File: config.mk
export PLATFORM = sky130hd
export DESIGN_NAME = mem_stage
export DESIGN_NICKNAME = d
export VERILOG_FILES = /design/src/rtl/mem_stage_pkg.sv /design/src/rtl/pipeline_MEM_WB.sv /design/src/rtl/mem_stage.sv
export SDC_FILE = /design/constraint.sdc
export NUM_CORES = 1
export LEC_CHECK = 0
export CORE_MARGIN = 2
export CORE_UTILIZATION = 36
export CTS_CLUSTER_SIZE = 14
export DETAILED_ROUTE_END_ITERATION = 12
export GPL_ROUTABILITY_DRIVEN = 0
export GPL_TIMING_DRIVEN = 0
export MAX_ROUTING_LAYER = met4
export PLACE_DENSITY_LB_ADDON = 0.2
export SETUP_SLACK_MARGIN = 0.3
export SLEW_MARGIN = 15
export SYNTH_ARGS = -nofsm -noshare
export SYNTH_HDL_FRONTEND = slang
export SYNTH_SLANG_ARGS = --single-unit
File: constraint.sdc
create_clock -name clk -period 2.55 [get_ports clk]
set_input_delay 0.6375 -clock clk [delete_from_list [all_inputs] [get_ports clk]]
set_output_delay 0.6375 -clock clk [all_outputs]
set_load 0.03 [all_outputs]
File: src/rtl/mem_stage_pkg.sv
// Shared types and widths for the memory stage and its MEM/WB register.
package mem_stage_pkg;

    typedef enum logic [1:0] {
        StIdle = 2'd0,
        StBusy = 2'd1,
        StHold = 2'd2
    } mem_state_e;

    localparam int unsigned RegW  = 3;
    localparam int unsigned DataW = 32;
    localparam int unsigned ByteW = 8;

endpackage

File: src/rtl/pipeline_MEM_WB.sv
// MEM/WB pipeline register: loads on enable, a flush turns the entry into a bubble.
module pipeline_MEM_WB
    import mem_stage_pkg::*;
(
    input  logic             clk_i,
    input  logic             rst_i,
    input  logic             en_i,
    input  logic             flush_i,
    input  logic             alu_regwrite_i,
    input  logic             mem_regwrite_i,
    input  logic [RegW-1:0]  alu_rd_i,
    input  logic [RegW-1:0]  mem_rd_i,
    input  logic [DataW-1:0] alu_out_i,
    input  logic [DataW-1:0] load_data_i,
    output logic             alu_regwrite_o,
    output logic             mem_regwrite_o,
    output logic [RegW-1:0]  alu_rd_o,
    output logic [RegW-1:0]  mem_rd_o,
    output logic [DataW-1:0] alu_out_o,
    output logic [DataW-1:0] load_data_o
);

    always_ff @(posedge clk_i or posedge rst_i) begin
        if (rst_i) begin
            alu_regwrite_o <= 1'b0;
            mem_regwrite_o <= 1'b0;
            alu_rd_o       <= '0;
            mem_rd_o       <= '0;
            alu_out_o      <= '0;
            load_data_o    <= '0;
        end else if (en_i) begin
            // Data fields load even on a flush; only the write enables are squashed.
            alu_regwrite_o <= alu_regwrite_i & ~flush_i;
            mem_regwrite_o <= mem_regwrite_i & ~flush_i;
            alu_rd_o       <= alu_rd_i;
            mem_rd_o       <= mem_rd_i;
            alu_out_o      <= alu_out_i;
            load_data_o    <= load_data_i;
        end
    end

endmodule

File: src/rtl/mem_stage.sv
// Pipeline memory stage: byte-wide data-memory handshake with stall/timeout,
// the Z/N/C/V flag register and the MEM/WB register.
module mem_stage
    import mem_stage_pkg::*;
#(
    parameter int unsigned MEM_TIMEOUT = 15,
    parameter int unsigned CNT_W       = 4
) (
    input  logic             clk,
    input  logic             reset,
    input  logic             p4_pipeline_regWrite,
    input  logic             MEM_flush,
    input  logic             p3_memRead,
    input  logic             p3_memWrite,
    input  logic             p3_alu_regWrite,
    input  logic             p3_mem_regWrite,
    input  logic             p3_flag_regWrite,
    input  logic [RegW-1:0]  p3_alu_rd,
    input  logic [RegW-1:0]  p3_mem_rd,
    input  logic [ByteW-1:0] p3_mem_reg_rd,
    input  logic [DataW-1:0] p3_alu_aluOut,
    input  logic [DataW-1:0] p3_mem_address,
    input  logic             p3_flag_z,
    input  logic             p3_flag_n,
    input  logic             p3_flag_c,
    input  logic             p3_flag_v,
    output logic             dmem_req,
    output logic             dmem_we,
    output logic [DataW-1:0] dmem_addr,
    output logic [ByteW-1:0] dmem_wdata,
    input  logic             dmem_ack,
    input  logic [ByteW-1:0] dmem_rdata,
    output logic             mem_stall,
    output logic             mem_fault,
    output logic             flag_z,
    output logic             flag_n,
    output logic             flag_c,
    output logic             flag_v,
    output logic             p4_alu_regWrite,
    output logic             p4_mem_regWrite,
    output logic [RegW-1:0]  p4_alu_rd,
    output logic [RegW-1:0]  p4_mem_rd,
    output logic [DataW-1:0] p4_alu_aluOut,
    output logic [DataW-1:0] p4_mem_loadData
);

    mem_state_e       state_q, state_d;
    logic [CNT_W-1:0] cnt_q, cnt_d;
    logic [ByteW-1:0] hold_q, hold_d;
    logic             fault_q, fault_d;
    logic [3:0]       flags_q, flags_d;

    logic             access;
    logic             timeout;
    logic             complete_now;
    logic             advance;
    logic [ByteW-1:0] rdata_eff;
    logic [ByteW-1:0] load_byte;

    assign access     = p3_memRead | p3_memWrite;
    assign dmem_we    = p3_memWrite;
    assign dmem_addr  = p3_mem_address;
    assign dmem_wdata = p3_mem_reg_rd;

    assign timeout = (state_q == StBusy) && !dmem_ack && (cnt_q == CNT_W'(MEM_TIMEOUT - 1));
    assign complete_now = ((state_q == StIdle) && access && dmem_ack) ||
                          ((state_q == StBusy) && (dmem_ack || timeout));
    assign mem_stall = access && !complete_now && (state_q != StHold);
    assign advance   = p4_pipeline_regWrite && !mem_stall;

    // A forced completion returns zero rather than whatever is on the bus.
    assign rdata_eff = timeout ? '0 : dmem_rdata;
    assign load_byte = (complete_now && advance) ? rdata_eff : hold_q;

    always_comb begin
        state_d  = state_q;
        cnt_d    = cnt_q;
        hold_d   = hold_q;
        fault_d  = fault_q | timeout;
        flags_d  = flags_q;
        dmem_req = 1'b0;
        if (complete_now) begin
            hold_d = rdata_eff;
        end
        if (advance && p3_flag_regWrite && !MEM_flush) begin
            flags_d = {p3_flag_z, p3_flag_n, p3_flag_c, p3_flag_v};
        end
        unique case (state_q)
            StIdle: begin
                dmem_req = access;
                if (access) begin
                    if (dmem_ack) begin
                        state_d = advance ? StIdle : StHold;
                    end else begin
                        state_d = StBusy;
                        cnt_d   = '0;
                    end
                end
            end
            StBusy: begin
                dmem_req = 1'b1;
                cnt_d    = cnt_q + 1'b1;
                if (complete_now) begin
                    state_d = advance ? StIdle : StHold;
                end
            end
            StHold: begin
                // Access already done; wait for the hazard unit to let us advance.
                if (advance) begin
                    state_d = StIdle;
                end
            end
            default: state_d = StIdle;
        endcase
    end

    always_ff @(posedge clk or posedge reset) begin
        if (reset) begin
            state_q <= StIdle;
            cnt_q   <= '0;
            hold_q  <= '0;
            fault_q <= 1'b0;
            flags_q <= '0;
        end else begin
            state_q <= state_d;
            cnt_q   <= cnt_d;
            hold_q  <= hold_d;
            fault_q <= fault_d;
            flags_q <= flags_d;
        end
    end

    assign mem_fault = fault_q;
    assign {flag_z, flag_n, flag_c, flag_v} = flags_q;

    pipeline_MEM_WB u_mem_wb (
        .clk_i          (clk),
        .rst_i          (reset),
        .en_i           (advance),
        .flush_i        (MEM_flush),
        .alu_regwrite_i (p3_alu_regWrite),
        .mem_regwrite_i (p3_mem_regWrite),
        .alu_rd_i       (p3_alu_rd),
        .mem_rd_i       (p3_mem_rd),
        .alu_out_i      (p3_alu_aluOut),
        .load_data_i    ({{(DataW - ByteW){1'b0}}, load_byte}),
        .alu_regwrite_o (p4_alu_regWrite),
        .mem_regwrite_o (p4_mem_regWrite),
        .alu_rd_o       (p4_alu_rd),
        .mem_rd_o       (p4_mem_rd),
        .alu_out_o      (p4_alu_aluOut),
        .load_data_o    (p4_mem_loadData)
    );

endmodule

# Yosys cells after proc, flatten, opt, wreduce, memory -nomap -nowiden
# Cells that the tools add are included.
# op_classes
n_addsub,1
n_eq_ne,8
muxes,12
n_bitwise,5
n_reduce_logical,21
# op_table
cell,count
8-bit two-way mux,2
1-bit logical AND,11
2-bit two-way mux,5
2-bit != test (second input constant),5
4-bit two-way mux,2
4-bit one-hot mux with 2 select lines,1
2-bit one-hot mux with 3 select lines,1
3-bit AND reduction,2
4-bit by 1-bit adder with 4-bit output (second input constant),1
4-bit equality test (second input constant),1
1-bit zero test,4
1-bit bitwise AND,2
2-bit by 1-bit equality test with 1-bit output (second input constant),1
2-bit equality test (second input constant),1
2-bit zero test,1
1-bit logical OR,2
1-bit bitwise OR,2
1-bit one-hot mux with 2 select lines,1
2-bit nonzero test,1
1-bit NOT,1
# totals
register_bits,67
inputBits,100
out_inout_bits,120
word_cells,58

# Longest topological paths before layout
# logic_depth
ltp_word,15
ltp_mapped,7
depth_no_buf,6

# Hierarchy
# Synthesis repeated with hierarchy kept, for this count alone.
# unflattened
hier_cells,281
hier_area_um2,4246.6
# by_module_without_submodules
module,instances,cells_each,area_per_inst_um2,seq_area_each_um2
pipeline_MEM_WB,1,157,2917.8,1801.7
mem_stage,1,124,1328.8,475.5

# Worst setup path before layout
# No wires, ideal clock.
# synth_path
path_type,input to output
from,input dmem_ack
to,output mem_stall
arrival_time_ns,1.735
t_required_ns,1.913
slack_ns,0.177
stages,3
path_buffers,0
path_cell_list,or2_2 > or2_2 > a21oi_1
# synth_between
elab_chain_cells,9
word_cells_on_any_way,10
classes_between,reduce/logical (10)
# synth_rtl
item,line_no,rtl
from (decl),mem_stage.sv:31,"input logic dmem_ack,"
1-bit zero test,mem_stage.sv:65,assign timeout = (state_q == StBusy) && !dmem_ack && (cnt_q == CNT_W'(MEM_TIMEOUT - 1));
1-bit logical AND (2 in series),mem_stage.sv:65,
1-bit logical OR,mem_stage.sv:67,((state_q == StBusy) && (dmem_ack || timeout));
1-bit logical AND,mem_stage.sv:67,
1-bit logical OR *,mem_stage.sv:66,assign complete_now = ((state_q == StIdle) && access && dmem_ack) ||
1-bit zero test *,mem_stage.sv:68,assign mem_stall = access && !complete_now && (state_q != StHold);
1-bit logical AND * (2 in series),mem_stage.sv:68,
to (decl),mem_stage.sv:33,"output logic mem_stall,"
# Every way passes the cells marked *; elsewhere a longest branch is shown, timed or not.

# Worst setup path in the final report
# layout_path
from,register cnt_q[0]
to,output mem_stall
# layout_between
elab_chain_cells,8
# layout_rtl
item,line_no,rtl
from (decl),mem_stage.sv:48,"logic [CNT_W-1:0] cnt_q, cnt_d;"
from (signal assigned),mem_stage.sv:126,cnt_q <= cnt_d;
4-bit equality test,mem_stage.sv:65,
1-bit logical AND,mem_stage.sv:65,
1-bit logical OR,mem_stage.sv:67,
1-bit logical AND,mem_stage.sv:67,
1-bit logical OR,mem_stage.sv:66,
1-bit zero test,mem_stage.sv:68,
1-bit logical AND (2 in series),mem_stage.sv:68,
# Every way passes these cells.

==> run summary <==
Hold Crit Depth -> 2
unique cell type count in the Yosys netlist -> 32
Synth-to-Final Area Change -> 64.5%
final setup margin -> 313 ps
maximum fanout along the worst path -> 2
Starting DRT DRC Count -> 24
hold wc startpoint -> u_mem_wb.mem_regwrite_o
initial antenna violation count -> 0
hold path endpoint -> u_mem_wb.mem_regwrite_o
R2R cell count -> 6
Synth async-reset ratio -> 100%
routed length per instance -> 13.4 um
detailed placer's ending HPWL -> 5790 um
DRT Wirelength -> 7400 um
Seq/Total Area, Yosys -> 52.4%
row cnt -> 34
power density over cell area -> 728 mW/mm^2
WP buf/inv -> 2
CP cell instances -> inv_1 > ha_2 > and4_4 > or2_4 > a21oi_2 > buf_6
Clock Sinks -> 67
Startpoint Class -> flop
grt ovf -> 0
placed cell areas -> 0.00500 sq mm
gr usage total -> 15.5%
r2r endpoint -> u_mem_wb.alu_rd_o[2]
vias in the first global route -> 2374
worst flop-to-flop path startpoint -> cnt_q[0]
Slowest-stage cell, CP -> dfrtp_1
Vias -> 2406
die area -> 0.00966 sq mm
Lkg Pwr -> 2.36 nW
Max Fclk -> 447 MHz
Die Wd -> 98.3 um
largest net degree at the start of global routing -> 35
Vias/cell -> 4.37
max_slew headroom -> 50.7%
Starting Density -> 36.9%
Slew Limit Fails -> 0
FF-to-FF setup slack -> 550 ps
CP delay by family, top -> simple AND/OR/NAND/NOR gates
IO Pins -> 220
Post-CTS Hold Fix Bufs -> 0
Post-synth EDFFs -> 0
final hold violation count -> 0
RSZ-0062 raised after global routing -> yes
Yosys reg bits -> 67
Worst VDD drop -> 0.391 mV
worst-case hold slack -> 481 ps
cell area after synthesis -> 0.00320 sq mm
H-tree depth -> 3
Pre-antenna DRT Iters -> 4
layout cells sized above 1 -> 33.2%
remaining antenna violation count -> 0
Crit path largest cell delay -> 360 ps
Arr. time, crit path -> 1600 ps
antenna cells -> 0
Mean Syn Cell Area -> 13.1 sq um
total number of yosys warnings -> 0
Skew-Pair Late Insertion Delay -> 330 ps
max-cap violation count -> 0
fin crit period -> 2240 ps
CORE AREA -> 0.00868 sq mm
Syn Inst Count -> 245
clock skew -> 9.94 ps
Design Area, Final -> 0.00526 sq mm
global-route wire length before repair -> 11600 um
Least-Margin Pin Slew -> 738 ps
Setup Viol. Count Final -> 0
Reg clk slew, reported paths -> 80 ps
residual DRC count -> 0
Buffers on Ports -> 155
CTS tree -> built
Setup CP Type -> reg -> out
Die Y-Extent -> 98.3 um
clock buffer depth -> 2
Num CTS Buffers -> 9
Worst Setup End Kind -> output pin
Root Driver -> clkbuf_8
min-delay worst type -> reg -> reg
period utilization -> 87.7%
nets -> 540
Setup Slack @ Placement -> -673 ps
ys flop type -> dfrtp_1
status -> finished clean
Critical Path RT -> 1910 ps
[flip-flops by register name, indices dropped and copies added (netlist names)]
register                 count
u_mem_wb.alu_out_o          32
u_mem_wb.mem_rd_o            3
u_mem_wb.load_data_o         8
hold_q                       8
u_mem_wb.alu_regwrite_o      1
u_mem_wb.mem_regwrite_o      1
cnt_q                        4
flags_q                      4
mem_fault                    1
u_mem_wb.alu_rd_o            3
state_q                      2
[synthesized netlist by cell type, types with 2 or more instances]
| library cell | number | area share [%] |
|---|---|---|
| a22o_1 | 10 | 2.7 |
| nand2_1 | 6 | 0.70 |
| mux2_1 | 9 | 3.2 |
| or2_2 | 2 | 0.39 |
| dfrtp_1 | 67 | 52 |
| o21ai_0 | 5 | 0.78 |
| mux2_2 | 41 | 14 |
| nor2_1 | 5 | 0.59 |
| nand2b_1 | 5 | 0.98 |
| ha_1 | 2 | 0.78 |
| inv_1 | 2 | 0.23 |
| buf_4 | 65 | 15 |
| buf_6 | 5 | 1.8 |
| o21bai_1 | 3 | 0.70 |
[area by class of cell]
| type | count | area [sq um] |
|---|---|---|
| tap | 108 | 135 |
| fill | 734 | 3420 |
| inverter | 2 | 11.3 |
| clock inverter | 6 | 88.8 |
| buffer | 72 | 553 |
| multi-input combinational | 127 | 1070 |
| clock buffer | 10 | 138 |
| timing repair buffer | 159 | 1590 |
| sequential | 67 | 1680 |
[worst max path at each step]
stage / start / endpoint / slack (ps) / cells past startpoint
5_1_grt: cnt_q[0] / mem_stall / 250 / 6
3_5_place_dp: dmem_ack / mem_stall / -670 / 5
4_1_cts: dmem_ack / mem_stall / 220 / 5
6_report: cnt_q[0] / mem_stall / 310 / 6
2_1_floorplan: dmem_ack / mem_stall / 350 / 3
3_3_place_gp: dmem_ack / mem_stall / -680 / 5
[metal layers]
layer / up-vias / GRT usage, % / wire length, um
met1: 1139 / 18.1 / 2980
met4: 0 / 4.85 / 70
met5: - / - / 0
met3: 8 / 3.87 / 577
li1: 1135 / - / -
met2: 124 / 26.3 / 3780
[through the flow]
stage	util (%)	power (mW)	instances	TNS, ps
3_5_place_dp	57.6	2.86	532	-9120
6_report	60.6	3.83	551	0
3_3_place_gp	57.4	2.83	531	-9910
4_1_cts	60.7	3.88	551	0
5_1_grt	60.6	4.01	551	0
2_1_floorplan	-	2.25	268	0
[kinds of logic (layout without fill, tap and decap cells)]
logic type	count (synthesis)	in the layout	share of synthesized area, %
buf+inv	74	249	17.5
flops	67	67	52.4
compound gates	25	25	6.73
mux	51	51	17.9
simple gates	25	25	4.54
fa+ha+maj	2	2	0.782
other cells	1	24	0.117
[placed cells by master (no fill, tap or decap), drive strengths merged, types with 2 or more instances in the layout]
master	n
clkdlybuf4s50	149
buf	76
dfrtp	67
mux2	50
conb	24
clkbuf	12
a22o	10
nand2	6
nor2	5
nand2b	5
o21ai	5
o21bai	3
clkinvlp	3
or2	2
bufinv	2
dlygate4sd2	2
clkdlybuf4s15	2
nor3	2
ha	2
clkinv	2
[worst min-delay path, cell delays in order (launching register included)]
cell,delay (ps)
dfrtp_1,350
nand2_1,40
o21ai_0,60
[repair_timing]
| item | CTS | global route |
|---|---|---|
| resized for setup | 21 | 2 |
| gates cloned | 0 | 0 |
| pin swaps | 3 | 3 |
| setup endpoints to repair | 49 | 1 |
| setup buffers | 3 | 0 |
[power breakdown]
group          switching, mW  internal [mW]
combinational          0.761          0.710
sequential             0.104           1.28
clock                  0.403          0.577
total                   1.27           2.56
No activity file was read; power rests on OpenSTA's default activity.
